### config.mk
export PLATFORM = sky130hd
export DESIGN_NAME = axi_stream_insert_ctrl
export DESIGN_NICKNAME = d
export VERILOG_FILES = /design/src/rtl/axi_stream_insert_ctrl.sv
export SDC_FILE = /design/constraint.sdc
export NUM_CORES = 1
export LEC_CHECK = 0
export ABC_AREA = 1
export CAP_MARGIN = 20
export CORE_MARGIN = 5
export CORE_UTILIZATION = 46
export CTS_BUF_LIST = sky130_fd_sc_hd__clkbuf_16
export CTS_CLUSTER_DIAMETER = 200
export CTS_CLUSTER_SIZE = 16
export DETAILED_ROUTE_END_ITERATION = 7
export PLACE_DENSITY = 0.73
export SLEW_MARGIN = 20
export SYNTH_ARGS = -nofsm -noshare
export SYNTH_HDL_FRONTEND = slang
export SYNTH_SLANG_ARGS = --single-unit
### constraint.sdc
create_clock -name clk -period 1.5 [get_ports clk]
set_input_delay 0.225 -clock clk [delete_from_list [all_inputs] [get_ports clk]]
set_output_delay 0.225 -clock clk [all_outputs]
set_load 0.05 [all_outputs]
### src/rtl/axi_stream_insert_ctrl.sv
// Prepends a 1..N byte header to each AXI-Stream packet, realigning the payload
// so that the merged packet is byte-contiguous from the MSB lane of its first beat.
module axi_stream_insert_ctrl #(
   parameter int DATA_WD      = 32,
   parameter int DATA_BYTE_WD = DATA_WD / 8,
   parameter int BYTE_CNT_WD  = $clog2(DATA_BYTE_WD)
) (
   input  logic                    clk,
   input  logic                    rst_n,

   input  logic                    valid_in,
   output logic                    ready_in,
   input  logic [DATA_WD-1:0]      data_in,
   input  logic [DATA_BYTE_WD-1:0] keep_in,
   input  logic                    last_in,

   input  logic                    valid_insert,
   output logic                    ready_insert,
   input  logic [DATA_WD-1:0]      data_insert,
   input  logic [DATA_BYTE_WD-1:0] keep_insert,
   input  logic [BYTE_CNT_WD-1:0]  byte_insert_cnt,

   output logic                    valid_out,
   input  logic                    ready_out,
   output logic [DATA_WD-1:0]      data_out,
   output logic [DATA_BYTE_WD-1:0] keep_out,
   output logic                    last_out
);

   localparam int N  = DATA_BYTE_WD;
   localparam int HW = BYTE_CNT_WD + 1;

   localparam logic [1:0] S_IDLE   = 2'd0;
   localparam logic [1:0] S_STREAM = 2'd1;
   localparam logic [1:0] S_TAIL   = 2'd2;

   logic [1:0]         state;
   logic [DATA_WD-1:0] res_data;
   logic [N-1:0]       res_keep;
   logic [HW-1:0]      hdr_len;

   logic               out_free;
   logic               hdr_fire;
   logic               data_fire;
   logic               tail_fire;
   logic               tail_needed;
   logic [N-1:0]       low_mask;
   logic [DATA_WD-1:0] src_data;
   logic [N-1:0]       src_keep;
   logic [DATA_WD-1:0] merged_data;
   logic [N-1:0]       merged_keep;
   logic               unused_keep_insert;

   // byte_insert_cnt alone defines the header length.
   assign unused_keep_insert = &{1'b0, keep_insert};

   assign out_free     = !valid_out || ready_out;
   assign ready_insert = (state == S_IDLE);
   assign ready_in     = (state == S_STREAM) && out_free;

   assign hdr_fire  = valid_insert && ready_insert;
   assign data_fire = valid_in && ready_in;
   assign tail_fire = (state == S_TAIL) && out_free;

   // Residual sits in the low H lanes; shifting {residual, incoming} right by H
   // bytes puts the residual on top and the incoming top N-H bytes below it.
   // The tail beat is the same shift with an empty incoming word.
   assign src_data    = (state == S_TAIL) ? '0 : data_in;
   assign src_keep    = (state == S_TAIL) ? '0 : keep_in;
   assign merged_data = DATA_WD'({res_data, src_data} >> {hdr_len, 3'b000});
   assign merged_keep = N'({res_keep, src_keep} >> hdr_len);

   assign low_mask    = ~({N{1'b1}} << hdr_len);
   assign tail_needed = |(keep_in & low_mask);

   // NOTE: registers use non-blocking assignments so every block samples the
   // pre-edge values of the others, regardless of evaluation order.
   always_ff @(posedge clk or negedge rst_n) begin
      if (!rst_n) begin
         state    <= S_IDLE;
         // NOTE: the residual is real packet state, so it is cleared on reset to
         // keep a killed packet from leaking into the next one.
         res_data <= '0;
         res_keep <= '0;
         hdr_len  <= '0;
      end else begin
         case (state)
            S_IDLE: begin
               if (hdr_fire) begin
                  res_data <= data_insert;
                  res_keep <= '1;
                  hdr_len  <= HW'(byte_insert_cnt) + HW'(1);
                  state    <= S_STREAM;
               end
            end
            S_STREAM: begin
               if (data_fire) begin
                  res_data <= data_in;
                  res_keep <= keep_in;
                  if (last_in) state <= tail_needed ? S_TAIL : S_IDLE;
               end
            end
            S_TAIL: begin
               if (tail_fire) state <= S_IDLE;
            end
            default: state <= S_IDLE;
         endcase
      end
   end

   always_ff @(posedge clk or negedge rst_n) begin
      if (!rst_n) begin
         valid_out <= 1'b0;
         data_out  <= '0;
         keep_out  <= '0;
         last_out  <= 1'b0;
      end else if (data_fire || tail_fire) begin
         valid_out <= 1'b1;
         data_out  <= merged_data;
         keep_out  <= merged_keep;
         last_out  <= tail_fire || (last_in && !tail_needed);
      end else if (ready_out) begin
         valid_out <= 1'b0;
      end
   end

endmodule

* Word level (Yosys, flattened, before mapping) *
Index checks and enable logic that the tools add are counted.

operators by class
  bitwise logic cells = 2
  multipliers = 0
  $lt $le $gt $ge = 0
  div/mod/pow operators = 0
  add/sub/neg operators = 1
  multiplexer cells = 16
  reduce and logical (&&, ||, !) cells = 17
  equality and inequality tests = 6
  shift operators = 3

operators by type and width
  kind                                             count
  2-to-1 mux 32 bit                                3
  case mux 32 bit (2 select lines)                 1
  >> shifter 64 x 6 -> 32 bit                      1
  2-to-1 mux 4 bit                                 3
  2-to-1 mux 2 bit                                 5
  case mux 4 bit (2 select lines)                  1
  >> shifter 8 x 3 -> 4 bit                        1
  inequality test 2 bit, second input constant     3
  case mux 2 bit (3 select lines)                  1
  logical AND 1 bit                                5
  bitwise AND 4 bit                                1
  inverter 4 bit                                   1
  AND reduction 4 bit                              1
  nonzero test 2 bit                               2
  OR reduction 4 bit                               1
  left shift 4 x 3 -> 4 bit, first input constant  1
  adder 2 x 1 -> 3 bit, second input constant      1
  logical OR 1 bit                                 3
  AND reduction 3 bit                              1
  == test 2 x 1 -> 1 bit, second input constant    1
  == test 2 bit, second input constant             1
  zero test 1 bit                                  2
  zero test 2 bit                                  1
  2-to-1 mux 1 bit                                 2
  2 further kinds                                  2

storage, ports and cells
  bits in read-only memories = 0
  memories = 0
  memory bits (writable) = 0
  register bits = 79
  latch bits = 0
  logic and storage cells = 53
  output and inout bits = 40

* Depth between registers and ports, before layout *
  word-level depth = 8
  mapped depth = 12

* Worst setup path after synthesis *
No wires, ideal clock.

  path type = flip-flop to flip-flop
  start point = reg state[1]
  end point = reg res_data[0]
  stages on the path, launching flop included = 7
  path buffers = 1
  data arrival time = 2.029 ns
  path slack = -0.610 ns
  path through = dfrtp_1 -> nor2_1 -> nand2_1 -> nand2_2 -> buf_4 -> nor2_1 -> a31oi_1

on the way
  elaborated cells between the ends (all ways) = 10

RTL lines
  element                                          RTL line  text
  start, declared                                  37        logic [1:0] state;
  start signal, assigned                           100       if (last_in) state <= tail_needed ? S_TAIL : S_IDLE;
  zero test 2 bit (*)                              58        assign ready_insert = (state == S_IDLE);
  net ready_insert                                 18        output logic ready_insert,
  logical AND 1 bit                                61        assign hdr_fire = valid_insert && ready_insert;
  inequality test 2 x 1 -> 1 bit (no source line)  --
  AND reduction 3 bit (no source line)             --
  end signal, assigned                             90        res_data <= data_insert;
  end signal, assigned                             98        res_data <= data_in;
  end, declared                                    38        logic [DATA_WD-1:0] res_data;

Mark *: on every way through the listed nets, which the timed path passes. The rest lies on a longest branch.
A chain may end at the register's enable or synchronous reset.

* Worst setup path after layout *
  start point = reg state[0]
  end point = out ready_in

on the way
  word-level cells in the longest chain between the ends = 2

ends and longest elaborated chain
  element                 RTL line  text
  == test 2 x 1 -> 1 bit  59        assign ready_in = (state == S_STREAM) && out_free;
  logical AND 1 bit       59
  end, declared           12        output logic ready_in,

Every way passes these cells.

==> reports/summary.md <==
The most used flip-flop cell after synthesis is sky130_fd_sc_hd__dfrtp_1. Clock tree synthesis inserted a total of 9 buffers. Worst slew slack as a fraction of its limit: 81.0%.

After clock tree synthesis, the clock-pin slew on the worst setup and hold paths is 60 ps. Once layout is complete, the utilization of the core stands at 77.2%. The width of the die is 116 um, and the cell count after placement is 1097. The height of the die was 116 um. The detailed router's first-iteration violation count came out at 840.

Counting flops with a built-in enable in the synthesized netlist gives 0. sky130_fd_sc_hd__nand2_1 is the most common cell in the netlist. The power density over the cells came out at 2690 nW/um2.

The startpoint identified for the worst register-to-register timing path is state[0]$_DFFE_PN0P_. CTS saw 79 sinks. For this design the static power due to leakage is 4.06 nW. Once layout is complete, the cells apart from fillers number 1137. The critical path is of the flip-flop to output pin type.

The capture point of the critical path was ready_in. The number of nets in the synthesized netlist is 926. IR analysis of the VDD net gives a maximum drop of 1900 uV.

In the global route stage, overall resource usage came out at 28.9%. For the largest net degree at the start of global routing, the log shows 65. The via total after detailed routing is 6436.

For this run, design rule violations remaining after detail routing come to 0. The minimum setup slack in the final design was -38.3 ps; the number of setup violations in the final report was 21. In the synthesized netlist, the cells that appear most often are sky130_fd_sc_hd__nand2_1 (376), sky130_fd_sc_hd__nor2_1 (136), sky130_fd_sc_hd__dfrtp_1 (79).

In this run, the clock network consumes 8.7% of the power. The floorplan has 38 rows. The endpoint identified for the worst register-to-register timing path is data_out[9]$_DFFE_PN0P_. After synthesis the cells add up to 5200 um2. The flop and latch count out of synthesis was 79. The number of cells traversed by the worst register-to-register path is 10, and the fraction of final layout cells sized beyond drive strength 1 is 24.3%. The logs give 1270 ps for the required time at the worst-slack endpoint and 319 ps for the hold slack. The fraction of synthesized cell area taken by the top area cell type works out to 38.0%. The worst hold path class is input pin to async pin. The run gives 14500 um as the final HPWL from detailed placement. 0 antenna diodes ended up in the layout. The switching power summed over all nets is 11.6 mW, and the switching share of power is 51.0%. For this run, the top clock speed supported by timing is 650 MHz.

The post-route cell area is 8450 um2. The placement-stage cell area was 7180 um2; the average wire per standard cell was 19.0 um. The arrival time at the worst endpoint is 1310 ps, and the clock latency reported for the late side of the worst-skew pair is 340 ps.

The number of hold-slack violations in the final timing report is 0. After synthesis, the cell types taking the most area are sky130_fd_sc_hd__dfrtp_1 (38%), sky130_fd_sc_hd__nand2_1 (27%), sky130_fd_sc_hd__nor2_1 (9.8%). Sequential cells account for 20.8% of the total power. The run gives 2 as the largest buffer count on any clock path. The die covers 13500 um2. The total wirelength of the detailed-routed design is 21600 um, and the share of async-settable or async-resettable flops after synthesis is 100%.

Dividing the detail-routed via count by the number of cells gives 5.66. The minimum clock period after layout was 1540 ps. For the via count of the first global-routing pass, the log shows 5756. The initial utilization of the core area, before any placement, comes to 47.5%. The synthesis-to-finish area growth was 62.6%.

The logs give 10900 um2 for the total core area and 0 for the total number of yosys warnings. In this run the worst setup path begins at state[0]$_DFFE_PN0P_. Final clock period utilization by the worst path: 103%. The count of nets left with antenna violations once routing finished came out at 0. The wire length of the first global-routing pass is 29900 um. The logs give 0 for the final-report max-slew violation count and 38.0% for the register area share after synthesis.

After technology mapping, the gate count stands at 845. The tools report the share of power burned in combinational logic as 70.5%. Root buffer cell: sky130_fd_sc_hd__clkbuf_16.

Fill cells in the final layout number 809. The total overflow reported by the global router is 0, and the transition time at the pin with the least slew margin is 282 ps. The synthesized area per cell was 6.15 um2; the global placer's final weighted congestion was 0.950. The number of top-level pins is 120.

The initial antenna violation count was 0; the distinct cell type count after synthesis was 20. Internal power comes to 11.1 mW. The number of input and output port buffers inserted came out at 115. The number of detailed-routing iterations run before antenna repair is 6, and the setup skew after layout is 5.24 ps. The number of nets in the final layout is 1073.

The flow ran to the end, but the final reports show violations. TritonCTS built the clock tree. The number of maximum-capacitance constraint violations came out at 0. CTS built an H-tree with a depth of 3. Setup repair after global routing could not meet its margin everywhere. The cell taking the most area after synthesis was sky130_fd_sc_hd__dfrtp_1. The tools report the kind of launch point of the worst setup path as a flip-flop.

Along the worst path, the maximum fanout reaches 3. The worst setup path is captured at an output pin. The final reports fail on negative setup slack.

The setup check on the worst reg-to-reg path leaves a slack of -30 ps.
## layer usage
| layer | GRT usage [%] | part of all wire, % | up-vias | routed length [um] |
|---|---|---|---|---|
| li1 | - | - | 2963 | - |
| met1 | 39.7 | 39 | 2951 | 8450 |
| met2 | 45.8 | 46 | 449 | 10000 |
| met3 | 6.11 | 11 | 73 | 2300 |
| met4 | 8.89 | 4.0 | 0 | 862 |
| met5 | 0 | 0 | - | 0 |
## state kept, by name, summed over array words and instances, names as in the netlist
name / cells
state: 2
data_out: 32
res_keep: 4
valid_out: 1
last_out: 1
keep_out: 4
hdr_len: 3
res_data: 32
## cell usage in the layout, fill, tap and decap left out, types with 4 or more instances in the layout
master                            instances
sky130_fd_sc_hd__nand2_1                343
sky130_fd_sc_hd__nor2_1                  83
sky130_fd_sc_hd__dfrtp_1                 74
sky130_fd_sc_hd__clkdlybuf4s50_1         74
sky130_fd_sc_hd__nand3_1                 59
sky130_fd_sc_hd__buf_12                  51
sky130_fd_sc_hd__nor2_4                  37
sky130_fd_sc_hd__inv_1                   37
sky130_fd_sc_hd__buf_4                   37
sky130_fd_sc_hd__a21oi_1                 36
sky130_fd_sc_hd__a31oi_1                 31
sky130_fd_sc_hd__nand2_2                 25
sky130_fd_sc_hd__clkbuf_16               20
sky130_fd_sc_hd__nor2_2                  17
sky130_fd_sc_hd__nand2_4                  9
sky130_fd_sc_hd__or2_1                    7
sky130_fd_sc_hd__a21oi_2                  6
sky130_fd_sc_hd__o21ai_0                  6
sky130_fd_sc_hd__buf_6                    6
sky130_fd_sc_hd__nand3_2                  5
sky130_fd_sc_hd__dfrtp_2                  5
sky130_fd_sc_hd__inv_2                    4
## power by group through the flow
stage / registers, mW / clock network, mW / logic [mW]
after global routing: 4.80 / 2.08 / 17.1
final: 4.71 / 1.98 / 16.0
after global placement: 4.42 / 0 / 12.7
after detailed placement: 4.47 / 0 / 12.9
after floorplan: 5.63 / 0 / 6.17
after CTS: 4.44 / 1.98 / 13.1
## cell type report
class	instances	area, um2	share of cell area [%]
multi-input combinational	675	3380	40.1
timing repair buffer	184	2460	29.2
sequential	79	1980	23.5
clock buffer	9	225	2.67
inverter	43	181	2.15
tap	140	175	2.07
clock inverter	7	32.5	0.385
## worst min-delay path by stage
| stage | end | slack (ps) | cells past startpoint |
|---|---|---|---|
| 6_report | res_data[1]$_DFFE_PN0P_ | 320 | 2 |
| 3_5_place_dp | res_data[1]$_DFFE_PN0P_ | 120 | 1 |
| 4_1_cts | res_data[1]$_DFFE_PN0P_ | 310 | 2 |
| 2_1_floorplan | data_out[0]$_DFFE_PN0P_ | -70 | 0 |
| 3_3_place_gp | res_data[1]$_DFFE_PN0P_ | 120 | 1 |
| 5_1_grt | res_data[1]$_DFFE_PN0P_ | 360 | 2 |
## per-stage QoR
stage,power [mW],setup TNS (ps),worst slack (ps)
after floorplan,11.8,0,3.33
after global placement,17.1,-7250,-187
after detailed placement,17.4,-9760,-226
after CTS,19.5,-25.5,-22.1
after global routing,24.0,-4780,-118
final,22.7,-281,-38.3
## critical path: stages (launching register included)
cell                       delay [ps]
sky130_fd_sc_hd__dfrtp_1          380
sky130_fd_sc_hd__inv_2             70
sky130_fd_sc_hd__nor2_4           200
sky130_fd_sc_hd__clkinv_4          80
sky130_fd_sc_hd__nor2_4           110
sky130_fd_sc_hd__buf_12           140
## logic make-up (layout without fill, tap and decap cells)
kind of cell	after synthesis	in the layout	synth area share, %
buffers and inverters	91	243	7.68
AOI/OAI and AO/OA	82	82	8.69
DFF	79	79	38.0
adders and majority gates	1	1	0.241
and+or+nand+nor	592	592	45.3
## what timing repair did
action,in CTS,in global routing
setup buffers,3,7
pin swaps,2,39
hold buffers,1,0
endpoints found under the setup margin,22,68
gates resized for setup,13,161
hold endpoints to repair,15,0
cloned,0,14
(Power assumes the default switching activity.)
